<file path="src/rtl/ssd1963_rd_pkg.sv">
// Shared definitions for the SSD1963 8080-style read engine:
// register map, STATUS bit positions and the bus sequencer states.
package ssd1963_rd_pkg;

  localparam logic [2:0] ADDR_CTL    = 3'd0;
  localparam logic [2:0] ADDR_CMD    = 3'd1;
  localparam logic [2:0] ADDR_COUNT  = 3'd2;
  localparam logic [2:0] ADDR_STATUS = 3'd3;
  localparam logic [2:0] ADDR_DATA   = 3'd4;

  localparam int STAT_BUSY  = 0;
  localparam int STAT_EMPTY = 1;
  localparam int STAT_FULL  = 2;

  typedef enum logic [2:0] {
    ST_IDLE,
    ST_CMD_LO,
    ST_CMD_HI,
    ST_RD_LO,
    ST_RD_HI
  } state_t;

endpackage

</file>
<file path="src/rtl/ssd1963_rd_fifo.sv">
// Single-clock show-ahead byte FIFO: head always presents the oldest entry.
// Pushes while full and pops while empty are dropped.
module ssd1963_rd_fifo #(
  parameter  int DEPTH = 16,
  localparam int AW    = $clog2(DEPTH),
  localparam int LW    = AW + 1
) (
  input  logic          clk,
  input  logic          reset_n,
  input  logic          push,
  input  logic [7:0]    din,
  input  logic          pop,
  output logic [7:0]    head,
  output logic          empty,
  output logic          full,
  output logic [LW-1:0] level
);

  logic [7:0]    mem [DEPTH];
  logic [AW-1:0] wptr;
  logic [AW-1:0] rptr;
  logic          do_push;
  logic          do_pop;

  assign empty   = (level == '0);
  assign full    = (level == LW'(DEPTH));
  assign do_push = push && !full;
  assign do_pop  = pop && !empty;
  assign head    = mem[rptr];

  // Storage has no reset; only the pointers and level define validity.
  always_ff @(posedge clk) begin
    if (do_push) begin
      mem[wptr] <= din;
    end
  end

  always_ff @(posedge clk) begin
    if (!reset_n) begin
      wptr  <= '0;
      rptr  <= '0;
      level <= '0;
    end else begin
      if (do_push) begin
        wptr <= wptr + AW'(1);
      end
      if (do_pop) begin
        rptr <= rptr + AW'(1);
      end
      case ({do_push, do_pop})
        2'b10:   level <= level + LW'(1);
        2'b01:   level <= level - LW'(1);
        default: level <= level;
      endcase
    end
  end

endmodule

</file>
<file path="src/rtl/ssd1963_rd.sv">
// SSD1963 read engine: one command write followed by COUNT RD strobes,
// captured bytes queued in a FIFO that software drains via the DATA register.
module ssd1963_rd
  import ssd1963_rd_pkg::*;
#(
  parameter int WR_LOW_CYC  = 2,
  parameter int WR_HIGH_CYC = 2,
  parameter int RD_LOW_CYC  = 4,
  parameter int RD_HIGH_CYC = 2,
  parameter int FIFO_DEPTH  = 16
) (
  input  logic        clk,
  input  logic        reset_n,
  input  logic [2:0]  avalon_slave_address,
  input  logic        avalon_slave_chipselect,
  input  logic        avalon_slave_write,
  input  logic        avalon_slave_read,
  input  logic [31:0] avalon_slave_writedata,
  output logic [31:0] avalon_slave_readdata,
  output logic        disp_cs_n,
  output logic        disp_dc_n,
  output logic        disp_wr_n,
  output logic        disp_rd_n,
  output logic [7:0]  disp_d_out,
  output logic        disp_d_oe,
  input  logic [7:0]  disp_d_in
);

  localparam int LW = $clog2(FIFO_DEPTH) + 1;

  localparam logic [7:0] WR_LO_LOAD = 8'(WR_LOW_CYC - 1);
  localparam logic [7:0] WR_HI_LOAD = 8'(WR_HIGH_CYC - 1);
  localparam logic [7:0] RD_LO_LOAD = 8'(RD_LOW_CYC - 1);
  localparam logic [7:0] RD_HI_LOAD = 8'(RD_HIGH_CYC - 1);

  state_t        state, state_nxt;
  logic [7:0]    cnt, cnt_nxt;
  logic [15:0]   remaining, rem_nxt;
  logic [7:0]    cmd_work, cmd_work_nxt;
  logic [7:0]    cmd_reg;
  logic [15:0]   count_reg;
  logic          start, push, pop, busy;
  logic          fifo_empty, fifo_full;
  logic [7:0]    fifo_head;
  logic [LW-1:0] fifo_level;
  logic          unused_bits;

  assign unused_bits = ^avalon_slave_writedata[31:16];

  assign start = avalon_slave_chipselect && avalon_slave_write &&
                 (avalon_slave_address == ADDR_CTL) && avalon_slave_writedata[0];
  assign pop   = avalon_slave_chipselect && avalon_slave_read &&
                 (avalon_slave_address == ADDR_DATA) && !fifo_empty;
  assign busy  = (state != ST_IDLE);

  always_ff @(posedge clk) begin
    if (!reset_n) begin
      cmd_reg   <= '0;
      count_reg <= '0;
    end else if (avalon_slave_chipselect && avalon_slave_write) begin
      case (avalon_slave_address)
        ADDR_CMD:   cmd_reg   <= avalon_slave_writedata[7:0];
        ADDR_COUNT: count_reg <= avalon_slave_writedata[15:0];
        default:    ;
      endcase
    end
  end

  always_ff @(posedge clk) begin
    if (!reset_n) begin
      state     <= ST_IDLE;
      cnt       <= '0;
      remaining <= '0;
      cmd_work  <= '0;
    end else begin
      state     <= state_nxt;
      cnt       <= cnt_nxt;
      remaining <= rem_nxt;
      cmd_work  <= cmd_work_nxt;
    end
  end

  // Each phase loads its length minus one and advances when the counter
  // reaches zero; a full FIFO simply parks the counter at zero.
  always_comb begin
    state_nxt    = state;
    cnt_nxt      = (cnt != 8'd0) ? cnt - 8'd1 : cnt;
    rem_nxt      = remaining;
    cmd_work_nxt = cmd_work;
    push         = 1'b0;
    case (state)
      ST_IDLE: begin
        if (start) begin
          state_nxt    = ST_CMD_LO;
          cnt_nxt      = WR_LO_LOAD;
          rem_nxt      = count_reg;
          cmd_work_nxt = cmd_reg;
        end
      end
      ST_CMD_LO: begin
        if (cnt == 8'd0) begin
          state_nxt = ST_CMD_HI;
          cnt_nxt   = WR_HI_LOAD;
        end
      end
      ST_CMD_HI, ST_RD_HI: begin
        if (cnt == 8'd0) begin
          if (remaining == 16'd0) begin
            state_nxt = ST_IDLE;
          end else if (!fifo_full) begin
            state_nxt = ST_RD_LO;
            cnt_nxt   = RD_LO_LOAD;
          end
        end
      end
      ST_RD_LO: begin
        if (cnt == 8'd0) begin
          push      = 1'b1;
          rem_nxt   = (remaining != 16'd0) ? remaining - 16'd1 : remaining;
          state_nxt = ST_RD_HI;
          cnt_nxt   = RD_HI_LOAD;
        end
      end
      default: begin
        state_nxt = ST_IDLE;
      end
    endcase
  end

  always_comb begin
    disp_cs_n  = 1'b1;
    disp_dc_n  = 1'b1;
    disp_wr_n  = 1'b1;
    disp_rd_n  = 1'b1;
    disp_d_out = 8'h00;
    disp_d_oe  = 1'b0;
    case (state)
      ST_CMD_LO: begin
        disp_cs_n  = 1'b0;
        disp_dc_n  = 1'b0;
        disp_wr_n  = 1'b0;
        disp_d_out = cmd_work;
        disp_d_oe  = 1'b1;
      end
      ST_CMD_HI: begin
        disp_cs_n  = 1'b0;
        disp_dc_n  = 1'b0;
        disp_d_out = cmd_work;
        disp_d_oe  = 1'b1;
      end
      ST_RD_LO: begin
        disp_cs_n = 1'b0;
        disp_rd_n = 1'b0;
      end
      ST_RD_HI: begin
        disp_cs_n = 1'b0;
      end
      default: ;
    endcase
  end

  always_comb begin
    avalon_slave_readdata = 32'h0;
    case (avalon_slave_address)
      ADDR_CMD:    avalon_slave_readdata = {24'h0, cmd_reg};
      ADDR_COUNT:  avalon_slave_readdata = {16'h0, count_reg};
      ADDR_STATUS: begin
        avalon_slave_readdata[15:8]       = 8'(fifo_level);
        avalon_slave_readdata[STAT_BUSY]  = busy;
        avalon_slave_readdata[STAT_EMPTY] = fifo_empty;
        avalon_slave_readdata[STAT_FULL]  = fifo_full;
      end
      ADDR_DATA:   avalon_slave_readdata = fifo_empty ? 32'h0 : {24'h0, fifo_head};
      default:     ;
    endcase
  end

  ssd1963_rd_fifo #(
    .DEPTH(FIFO_DEPTH)
  ) u_fifo (
    .clk     (clk),
    .reset_n (reset_n),
    .push    (push),
    .din     (disp_d_in),
    .pop     (pop),
    .head    (fifo_head),
    .empty   (fifo_empty),
    .full    (fifo_full),
    .level   (fifo_level)
  );

endmodule

</file>
<file path="config.mk">
export PLATFORM = sky130hd
export DESIGN_NAME = ssd1963_rd
export DESIGN_NICKNAME = d
export VERILOG_FILES = /design/src/rtl/ssd1963_rd_pkg.sv /design/src/rtl/ssd1963_rd_fifo.sv /design/src/rtl/ssd1963_rd.sv
export SDC_FILE = /design/constraint.sdc
export NUM_CORES = 1
export LEC_CHECK = 0
export CORE_MARGIN = 4
export CORE_UTILIZATION = 51
export CTS_CLUSTER_DIAMETER = 40
export CTS_CLUSTER_SIZE = 16
export DETAILED_ROUTE_END_ITERATION = 7
export GPL_TIMING_DRIVEN = 0
export PLACE_DENSITY_LB_ADDON = 0.12
export RECOVER_POWER = 50
export SYNTH_ARGS = -nofsm -noshare
export SYNTH_HDL_FRONTEND = slang
export SYNTH_SLANG_ARGS = --single-unit
</file>
<file path="constraint.sdc">
create_clock -name clk -period 3.05 [get_ports clk]
set_input_delay 0.305 -clock clk [delete_from_list [all_inputs] [get_ports clk]]
set_output_delay 0.305 -clock clk [all_outputs]
set_load 0.05 [all_outputs]
</file>
Word level (Yosys, flattened, before mapping)
Memory sizes are Yosys's and may differ from the RTL's. A register that Yosys moved wholly into a read port is not among the register bits.
Cells that the tools add are included.
{"block": "totals", "memories": 1, "mem_bits_rw": 128, "reg_bits": 72, "wordCells": 97, "out_inout_bits": 45}
{"name": "u_fifo.mem", "words": 16, "word_bits": 8, "rd": 1, "rd_ports_with_merged_regs": 1, "wr": 1, "line": "ssd1963_rd_fifo.sv:19", "text": "logic [7:0] mem [DEPTH];"}
{"block": "op_classes", "addsub": 6, "n_eq_ne": 17, "n_reduce_logical": 29, "mux": 35}
{"operator": "$mux W8", "count": 8}
{"operator": "$mux W16", "count": 3}
{"operator": "$pmux W8 S3", "count": 2}
{"operator": "$pmux W16 S2", "count": 1}
{"operator": "$pmux W3 S4", "count": 2}
{"operator": "$mux W3", "count": 6}
{"operator": "$logic_not A16 Y1", "count": 1}
{"operator": "$reduce_bool A16 Y1", "count": 1}
{"operator": "$sub A16 B1 Y16 const B", "count": 1}
{"operator": "$pmux W5 S3", "count": 1}
{"operator": "$eq A3 B2 Y1 const B", "count": 4}
{"operator": "$ne A2 B2 Y1 const B", "count": 5}
{"operator": "$pmux W5 S2", "count": 1}
{"operator": "$mux W1", "count": 9}
{"operator": "$add A4 B1 Y4 const B", "count": 2}
{"operator": "$logic_and A1 B1 Y1", "count": 8}
{"operator": "$logic_not A8 Y1", "count": 1}
{"operator": "$mux W4", "count": 2}
{"operator": "$reduce_bool A8 Y1", "count": 1}
{"operator": "$sub A8 B1 Y8 const B", "count": 1}
{"operator": "$eq A3 B1 Y1 const B", "count": 2}
{"operator": "$eq A3 B3 Y1 const B", "count": 2}
{"operator": "$logic_not A3 Y1", "count": 2}
{"operator": "$reduce_and A2 Y1", "count": 3}
{"operator": "14 further kinds", "count": 18}

Depth between registers and ports, before layout
Gate-level depths: netlist of run 1.
{"block": "logic_depth", "depth_word": 6, "depth_mapped": 15, "depth_no_buf": 14}

Modules after synthesis
From an unflattened synthesis of run 1, not the netlist that was laid out.
{"block": "unflattened", "cells_unflattened": 715, "area_unflattened_um2": 9311.4}
{"module": "ssd1963_rd_fifo", "n_inst": 1, "area_per_inst_um2": 5967.0, "cells_per_inst": 307, "seq_area_each_um2": 4184.0}
{"module": "ssd1963_rd", "n_inst": 1, "area_per_inst_um2": 3344.5, "cells_per_inst": 408, "seq_area_each_um2": 1181.1}

Worst setup path after synthesis of run 1
Ideal clock, no wire load.
{"block": "synth_path", "kind": "reg2reg", "startpoint": "register cnt[0]", "endpoint": "register u_fifo.level[4]", "path_buffers": 1, "path_slack_ns": -0.068, "t_arrival_ns": 3.046, "path_stages_with_launch": 15, "cell_sequence": "dfxtp_1 > inv_1 > ha_1 > or3b_1 > nor3_4 > and2_1 > buf_2 > inv_1 > ha_1 > ha_1 > nor2b_1 > o21ai_0 > a21oi_1 > or4_1 > a21oi_1"}
{"block": "synth_via", "elab_chain_cells": 6}
{"item": "start, declared", "line": "ssd1963_rd.sv:37", "text": "logic [7:0] cnt, cnt_nxt;"}
{"item": "start signal, assigned", "line": "ssd1963_rd.sv:77", "text": "cnt <= cnt_nxt;"}
{"item": "$logic_not A8 Y1 *", "line": "ssd1963_rd.sv:117", "text": "if (cnt == 8'd0) begin"}
{"item": "$mux W1 *", "line": "ssd1963_rd.sv:117"}
{"item": "$mux W1 *", "line": "ssd1963_rd.sv:91", "text": "case (state)"}
{"item": "$logic_and A1 B1 Y1 *", "line": "ssd1963_rd_fifo.sv:27", "text": "assign do_push = push && !full;"}
{"item": "$eq A2 B1 Y1 or $eq A2 B2 Y1 (tied branches)", "line": "ssd1963_rd_fifo.sv:50", "text": "case ({do_push, do_pop})"}
{"item": "$pmux W5 S2 or $reduce_bool A2 Y1 (tied branches)"}
{"item": "end signal, assigned", "line": "ssd1963_rd_fifo.sv:51", "text": "2'b10: level <= level + LW'(1);"}
{"item": "end signal, assigned", "line": "ssd1963_rd_fifo.sv:52", "text": "2'b01: level <= level - LW'(1);"}
{"item": "end signal, assigned", "line": "ssd1963_rd_fifo.sv:53", "text": "default: level <= level;"}
{"item": "end, declared", "line": "ssd1963_rd_fifo.sv:16", "text": "output logic [LW-1:0] level"}
Mark *: on every way between the ends. The rest lies on a longest branch, timed or not.
A chain may end at the register's enable or synchronous reset.

Final worst setup path of run 1
{"block": "layout_path", "startpoint": "register u_fifo.level[0]", "endpoint": "register u_fifo.level[4]"}
{"block": "layout_via", "elab_chain_cells": 6}
{"item": "$logic_not A5 Y1 *", "line": "ssd1963_rd_fifo.sv:25", "text": "assign empty = (level == '0);"}
{"item": "$logic_not A1 Y1 *", "line": "ssd1963_rd_fifo.sv:28, ssd1963_rd.sv:53"}
{"item": "$logic_and A1 B1 Y1", "line": "ssd1963_rd.sv:53", "text": "(avalon_slave_address == ADDR_DATA) && !fifo_empty;"}
{"item": "$logic_and A1 B1 Y1 *", "line": "ssd1963_rd_fifo.sv:28", "text": "assign do_pop = pop && !empty;"}
{"item": "via u_fifo.do_pop", "line": "ssd1963_rd_fifo.sv:23", "text": "logic do_pop;"}
{"item": "$eq A2 B1 Y1 or $eq A2 B2 Y1 (tied branches)", "line": "ssd1963_rd_fifo.sv:50"}
{"item": "$pmux W5 S2 or $reduce_bool A2 Y1 (tied branches)"}
Mark *: on every way through the listed nets, which the timed path passes. The rest lies on a longest branch.

==> impl_results.md, run 1 <==
* Status: finished clean
* Crit path required time at approximately 3.5 ns
* Critical path startpoint category: register
* Pwr Density at approximately 640 nW/um2
* Slew @ Worst Pin at 0.876 ns
* CP max stage delay at 0.67 ns
* Achievable Freq at 330 MHz
* Max Slew Vio Count at 0
* Synth top area cells: edfxtp_1, dfxtp_1, mux4_2
* Die X at 142 um
* # diodes at 0
* Global-route wire length before repair at roughly 35000 um
* Setup WS pre-CTS at -0.567 ns
* Global Route Usage Sum at 0.223
* Distinct cells, synth at 67
* Met1 Usage GRT at 0.281
* Finished layout cell area at 11100 um2
* Total Wirelength at around 22000 um
* Layout cells sized above 1 at 0.189
* Final setup viols at 0
* Worst-path clk slew at 0.05 ns
* Gr busiest metal: met2
* TritonCTS clock tree: done
* Drt wl/cell at 20.4 um
* Mapped cell area at about 9100 um2
* Initial core utilization at 0.525
* TritonCTS Buffers at 28
* Critical Path Fanout Max at 6
* Clock Latency Late Sink at 0.54 ns
* Avg Inst Size Synth at 12.2 um2
* DRC Markers at 0
* Most frequent cells in the layout: edfxtp_1, nand2_1, dfxtp_1
* Die ar. at 20100 um2
* I/O pins at 93
* RSZ-0062 raised after global routing: yes
* Setup CP Type: reg -> reg
* Ratio of final minimum period to clock period at 0.994
* Most common cell after layout, fill and taps aside: edfxtp_1
* Top cell type's share of synthesized area at 0.421
* CTS max path bufs at 3
* Seq cells post-synth at 204
* Port-buffer cells at around 60
* Antenna-violating nets left at 0
* Drt pass-1 iters at 6
* Final nets at 917
* Cells after synthesis at 748
* Synth warnings at 0
* GRT overflow at 0
* Yosys top cell by area: edfxtp_1
* Placed Instance Area at roughly 10000 um2
* Crit path max-delay family: simple AND/OR/NAND/NOR gates
* Met2 global-route usage at 0.398
* CP bufs+invs at 0
* Number of hold violations in the final report at 0
* Clk root buf: clkbuf_16
* Core footprint at 17400 um2
* Cts hold-fix bufs at 0
* Top_reg_cell synth: edfxtp_1
* Filler Cells Inserted at 1375
* Vias at 6356
* Most frequent cell on the critical path: or4_1
* CP Cell Sequence: or4_1 -> o2111a_2 -> ha_2 -> ha_4 -> nor2b_2 -> o21ai_2 -> and3_1 -> or4_1 -> a21oi_1
* Initial antenna violation count at 0
* Row count at 48
* Tmin final at 3.03 ns
* Max VDD drop at 0.786 mV
* Max Cap Violations at 0
* Vias in the first global route at 6253
* Register area share after synthesis at 0.587
* CP max-delay cell: or4_1
* Area grow syn2layout at 21.9%
* DR iter-0 viols at 634
* Asr flop ratio synth at 0
* CTS sink cnt at 204
* Largest net degree at the start of global routing at 17
* Worst slew margin at 0.414
* Die Ht at 142 um
* HP Class: in -> reg
* Final RePlAce weighted congestion at about 0.91
* Critical Path Sink Type: register
* Layout Skew at 0.0181 ns
* P_leak at 3.79 nW
* H-tree Lvls at 1
* DP HPWL at ~16000 um
* Final worst slack at 0.0177 ns
* Via-to-Cell Ratio at slightly below 6
* Critical Path AT at 3.48 ns
* GR Util met3 at 0.0394
* Post-synth EDFFs at 128
* Largest register FFs at 128
## cells in the mapped netlist, types with 2 or more instances
| cell type | n |
|---|---|
| edfxtp_1 | 128 |
| nand2_1 | 93 |
| dfxtp_1 | 76 |
| nor2_1 | 71 |
| a21oi_1 | 53 |
| mux4_2 | 40 |
| clkbuf_1 | 27 |
| inv_1 | 22 |
| buf_4 | 17 |
| mux2i_1 | 16 |
| o21ai_0 | 16 |
| and2_1 | 15 |
| nor3_1 | 15 |
| o22ai_1 | 15 |
| buf_2 | 13 |
| a22oi_1 | 12 |
| ha_1 | 12 |
| xnor2_1 | 10 |
| nand3_1 | 8 |
| and3_1 | 6 |
| nand2b_1 | 6 |
| nor2b_1 | 5 |
| o31ai_1 | 5 |
| xor2_1 | 5 |
| nor3b_1 | 4 |
| buf_1 | 3 |
| nor4_1 | 3 |
| o21a_1 | 3 |
| o32ai_2 | 3 |
| or4_1 | 3 |
| and3b_1 | 2 |
| nand4_1 | 2 |
| nand4b_1 | 2 |
| o221a_2 | 2 |
| o32ai_1 | 2 |
| or3_1 | 2 |
## power breakdown
part	total [W]	switching, W	internal (W)
Clock	0.00327	0.00125	0.00202
Sequential	0.00303	0.0000502	0.00298
Combinational	0.000828	0.000515	0.000314
Total	0.00713	0.00182	0.00531
## tightest hold or removal path, stage by stage
cell and delay (ns):
clkdlybuf4s50_1 0.40, nand2_1 0.05, a21oi_1 0.05
## final timing paths
path	from	endpoint	slack [ns]	cells past startpoint
setup / recovery	u_fifo.level[0]	u_fifo.level[4]	0.02	9
hold / removal	avalon_slave_writedata[11]	count_reg[11]	0.34	3
setup reg to reg	u_fifo.level[0]	u_fifo.level[4]	0.02	9
hold reg to reg	cmd_work[6]	cmd_work[6]	0.45	2
## per-layer routing
layer,share of wire,up-vias
met5,0,-
met4,0.021,0
met3,0.063,51
met2,0.52,240
met1,0.39,3117
li1,-,2948
## kinds of logic after synthesis
logic type | after synthesis | synth area share
compound gates | 128 | 0.0917
xor+xnor | 15 | 0.0144
fa+ha+maj | 13 | 0.0186
buf+inv | 85 | 0.0445
flops | 204 | 0.587
mux | 57 | 0.117
other cells | 1 | 0.000410
simple gates | 245 | 0.126
## per-stage QoR
stage / power, W / std cells / hold WS (ns) / TNS [ns] / utilization
floorplan: 0.00365 / 763 / 0.404 / 0 / -
global placement: 0.00388 / 1047 / 0.439 / -8.32 / 0.578
detailed placement: 0.00390 / 1047 / 0.443 / -7.29 / 0.578
CTS: 0.00717 / 1103 / 0.332 / -0.0468 / 0.638
global route: 0.00737 / 1103 / 0.361 / -0.140 / 0.640
finish: 0.00713 / 1103 / 0.338 / 0 / 0.640
## cell type report
cell class                      instances  area (um2)  share of cell area
Sequential cell                       204        5370               0.482
Multi-Input combinational cell        474        3490               0.313
Clock buffer                           32         737              0.0661
Timing Repair Buffer                   65         602              0.0540
Buffer                                 59         340              0.0305
Tap cell                              225         282              0.0253
Clock inverter                         20         226              0.0203
Inverter                               24        90.1             0.00809
## what timing repair did
action | CTS | global route
endpoints found under the setup margin | 51 | 35
setup buffers | 6 | 0
pin swaps | 4 | 0
endpoints found under the hold margin | 0 | 0
resized for setup | 61 | 13
Note: power is estimated with default switching activity, not from simulation.
==> inputs of run 2 (changes only) <==
--- a/config.mk
+++ b/config.mk
@@ -7,7 +7,7 @@
 export LEC_CHECK = 0
 export CORE_MARGIN = 4
 export CORE_UTILIZATION = 51
-export CTS_CLUSTER_DIAMETER = 40
+export CTS_CLUSTER_DIAMETER = 200
 export CTS_CLUSTER_SIZE = 16
 export DETAILED_ROUTE_END_ITERATION = 7
 export GPL_TIMING_DRIVEN = 0
==> run 2 against run 1 <==
Sequential power barely moved. Global-route usage is 0.81 points lower. Count of clock-buffer cells in the layout down 8. Non-clock buffer count decreased by 1. Clock power shrank 41%. Via count shrank 1.9%. Critical path depth stayed put.
==> impl_results.md, run 2 (synthesis results as in run 1) <==
* Status: finished clean
* Tmin final at 3.02 ns (-0.0128 ns)
* Max Slew Vio Count at 0 (unchanged)
* Cts hold-fix bufs at 0 (unchanged)
* Global Route Usage Sum at 0.215 (-0.00809)
* Vias in the first global route at 6096 (-2.5%)
* DR iter-0 viols at 553 (-13%)
* Register-to-Register Path Depth at 9 (unchanged)
* Clk root buf: clkbuf_16
* P_leak at 3.55 nW (-6.3%)
* I/O pins at 93 (unchanged)
* R2R Setup Slk at 0.03 ns (about the same)
* Initial core utilization at 0.525 (unchanged)
* Via-to-Cell Ratio at 5.80 (+0.64%)
* Row count at 48 (unchanged)
* Final nets at 904 (-1.4%)
* Drt wl/cell at 20.2 um (-0.76%)
* HP Class: in -> reg
* Seq pwr share at 0.523 (+0.098)
* Achievable Freq at 331 MHz (+0.42%)
* Layout cells sized above 1 at 0.160 (-0.0291)
* Most common cell after layout, fill and taps aside: edfxtp_1
* Largest net degree at the start of global routing at 18 (+1)
* FF-to-FF End: u_fifo.level[4]
* Final RePlAce weighted congestion at 0.913 (unchanged)
* Final setup viols at 0 (unchanged)
* Critical Path Sink Type: register
* Antenna-violating nets left at 0 (unchanged)
* Comb power frac at 0.143 (+0.027)
* Vias at 6234 (-1.9%)
* Die ar. at 20100 um2 (unchanged)
* Fin Setup TNS at 0 ns (unchanged)
* DP HPWL at 15700 um (unchanged)
* Clock Latency Late Sink at 0.47 ns (-0.07 ns)
* Placed Instance Area at 10100 um2 (unchanged)
* Core footprint at 17400 um2 (unchanged)
* Filler Cells Inserted at 1424 (+3.6%)
* Port-buffer cells at 59 (unchanged)
* Initial antenna violation count at 0 (unchanged)
* RSZ-0062 raised after global routing: yes
* Max VDD drop at 0.540 mV (-31%)
* Worst slew margin at 0.410 (-0.00370)
* Critical Path AT at 3.41 ns (-0.07 ns)
* Critical Path End: u_fifo.level[4]
* Global-route wire length before repair at 33700 um (-3.5%)
* # diodes at 0 (unchanged)
* Multi-input gate area at 3500 um2 (+0.22%)
* P_int at 0.00432 W (-19%)
* Layout Skew at 0.0106 ns (-0.00747 ns)
* Worst-path clk slew at 0.07 ns (+0.02 ns)
* Number of hold violations in the final report at 0 (unchanged)
* Total Wirelength at 21700 um (-3.3%)
* R2r startpoint: u_fifo.level[0]
* Pwr Density at 545 nW/um2 (-15%)
* Most frequent cells in the layout: edfxtp_1, nand2_1, dfxtp_1
* Critical Path Fanout Max at 6 (unchanged)
* Setup CP Type: reg -> reg
* Finished layout cell area at 10600 um2 (-4.6%)
* Die Ht at 142 um (unchanged)
* Die X at 142 um (unchanged)
* GRT overflow at 0 (unchanged)
* TritonCTS clock tree: done
* Crit path required time at 3.44 ns (-0.06 ns)
* Final worst slack at 0.0305 ns (+0.0128 ns)
* Area grow syn2layout at 16.3%
* H-tree Lvls at 1 (unchanged)
* Critical path startpoint category: register
* Clk pwr share at 0.334 (-0.125)
* Max Cap Violations at 0 (unchanged)
* Ratio of final minimum period to clock period at 0.990 (-0.00418)
* Slew @ Worst Pin at 0.882 ns (+0.00553 ns)
* CTS sink cnt at 204 (unchanged)
* TritonCTS Buffers at 16 (-43%)
* NetSw at 0.00147 W (-19%)
* DRC Markers at 0 (unchanged)
* FF+latch area at 5370 um2 (about the same)
* Setup WS pre-CTS at -0.567 ns (unchanged)
* Drt pass-1 iters at 5 (-1)
* Worst setup path start: u_fifo.level[0]
* CTS max path bufs at 3 (unchanged)
* Post-layout util at 0.610 (-0.0296)
* Largest register FFs at 128 (unchanged)
* Net Sw Frac at 0.254 (-0.00110)
==> run 2: cell count changes in the layout (fill, tap and decap cells not counted), moves of 3 or more <==
| cell | change |
|---|---|
| bufinv_16 | -3 |
| clkbuf_1 | +4 |
| buf_8 | -3 |
| clkinvlp_4 | -5 |
| clkinv_4 | -3 |
| buf_6 | +3 |
| clkbuf_16 | -12 |
| clkinv_2 | -5 |
==> run 2: layout make-up <==
cell class / instances / area share
Timing Repair Buffer: 64 / 0.0553
Inverter: 24 / 0.00848
Clock buffer: 24 / 0.0425
Clock inverter: 1 / 0.00153
Multi-Input combinational cell: 474 / 0.329
Buffer: 59 / 0.0310
Sequential cell: 204 / 0.505
Tap cell: 225 / 0.0265
==> run 2: power by group through the flow <==
stage	registers, W	clock network, W	logic [W]
2_1_floorplan	0.00307	0	0.000576
3_3_place_gp	0.00308	0	0.000801
3_5_place_dp	0.00308	0	0.000814
4_1_cts	0.00303	0.00199	0.000833
5_1_grt	0.00303	0.00209	0.000897
6_report	0.00303	0.00193	0.000827
==> run 2: worst min path at each step <==
stage,cells past startpoint,slack (ns),from,endpoint
finish,3,0.39,avalon_slave_writedata[11],count_reg[11]
global route,3,0.41,avalon_slave_writedata[11],count_reg[11]
CTS,3,0.39,avalon_slave_writedata[11],count_reg[11]
detailed placement,2,0.44,cmd_work[6],cmd_work[6]
global placement,2,0.44,cmd_work[7],cmd_work[7]
floorplan,0,0.40,disp_d_in[0],u_fifo.mem[0][0]
==> run 2: per-layer routing <==
layer | track usage | part of all wire | up-vias | wire length [um]
li1 | - | - | 2897 | -
met1 | 0.277 | 0.40 | 3047 | 8630
met2 | 0.376 | 0.51 | 240 | 11100
met3 | 0.0351 | 0.062 | 50 | 1350
met4 | 0.0616 | 0.031 | 0 | 683
met5 | 0 | 0 | - | 0
==> run 2: critical path, cell delays in order, from the launching register on <==
cell      delay, ns
dfxtp_1        0.41
or4_1          0.67
o2111a_2       0.37
ha_2           0.25
ha_4           0.28
nor2b_4        0.14
o21ai_2        0.07
and3_1         0.19
or4_1          0.40
a21oi_1        0.15
==> run 2: repair_timing <==
action	4_1_cts	5_1_grt
buffers inserted	5	0
gates resized for setup	49	25
pin swaps	4	0
setup endpoints to repair	44	41
==> run 2: through the flow <==
| stage | power, W | hold WS [ns] | std cells |
|---|---|---|---|
| finish | 0.00579 | 0.390 | 1075 |
| detailed placement | 0.00390 | 0.443 | 1047 |
| global route | 0.00602 | 0.405 | 1075 |
| global placement | 0.00388 | 0.439 | 1047 |
| floorplan | 0.00365 | 0.404 | 763 |
| CTS | 0.00584 | 0.386 | 1075 |
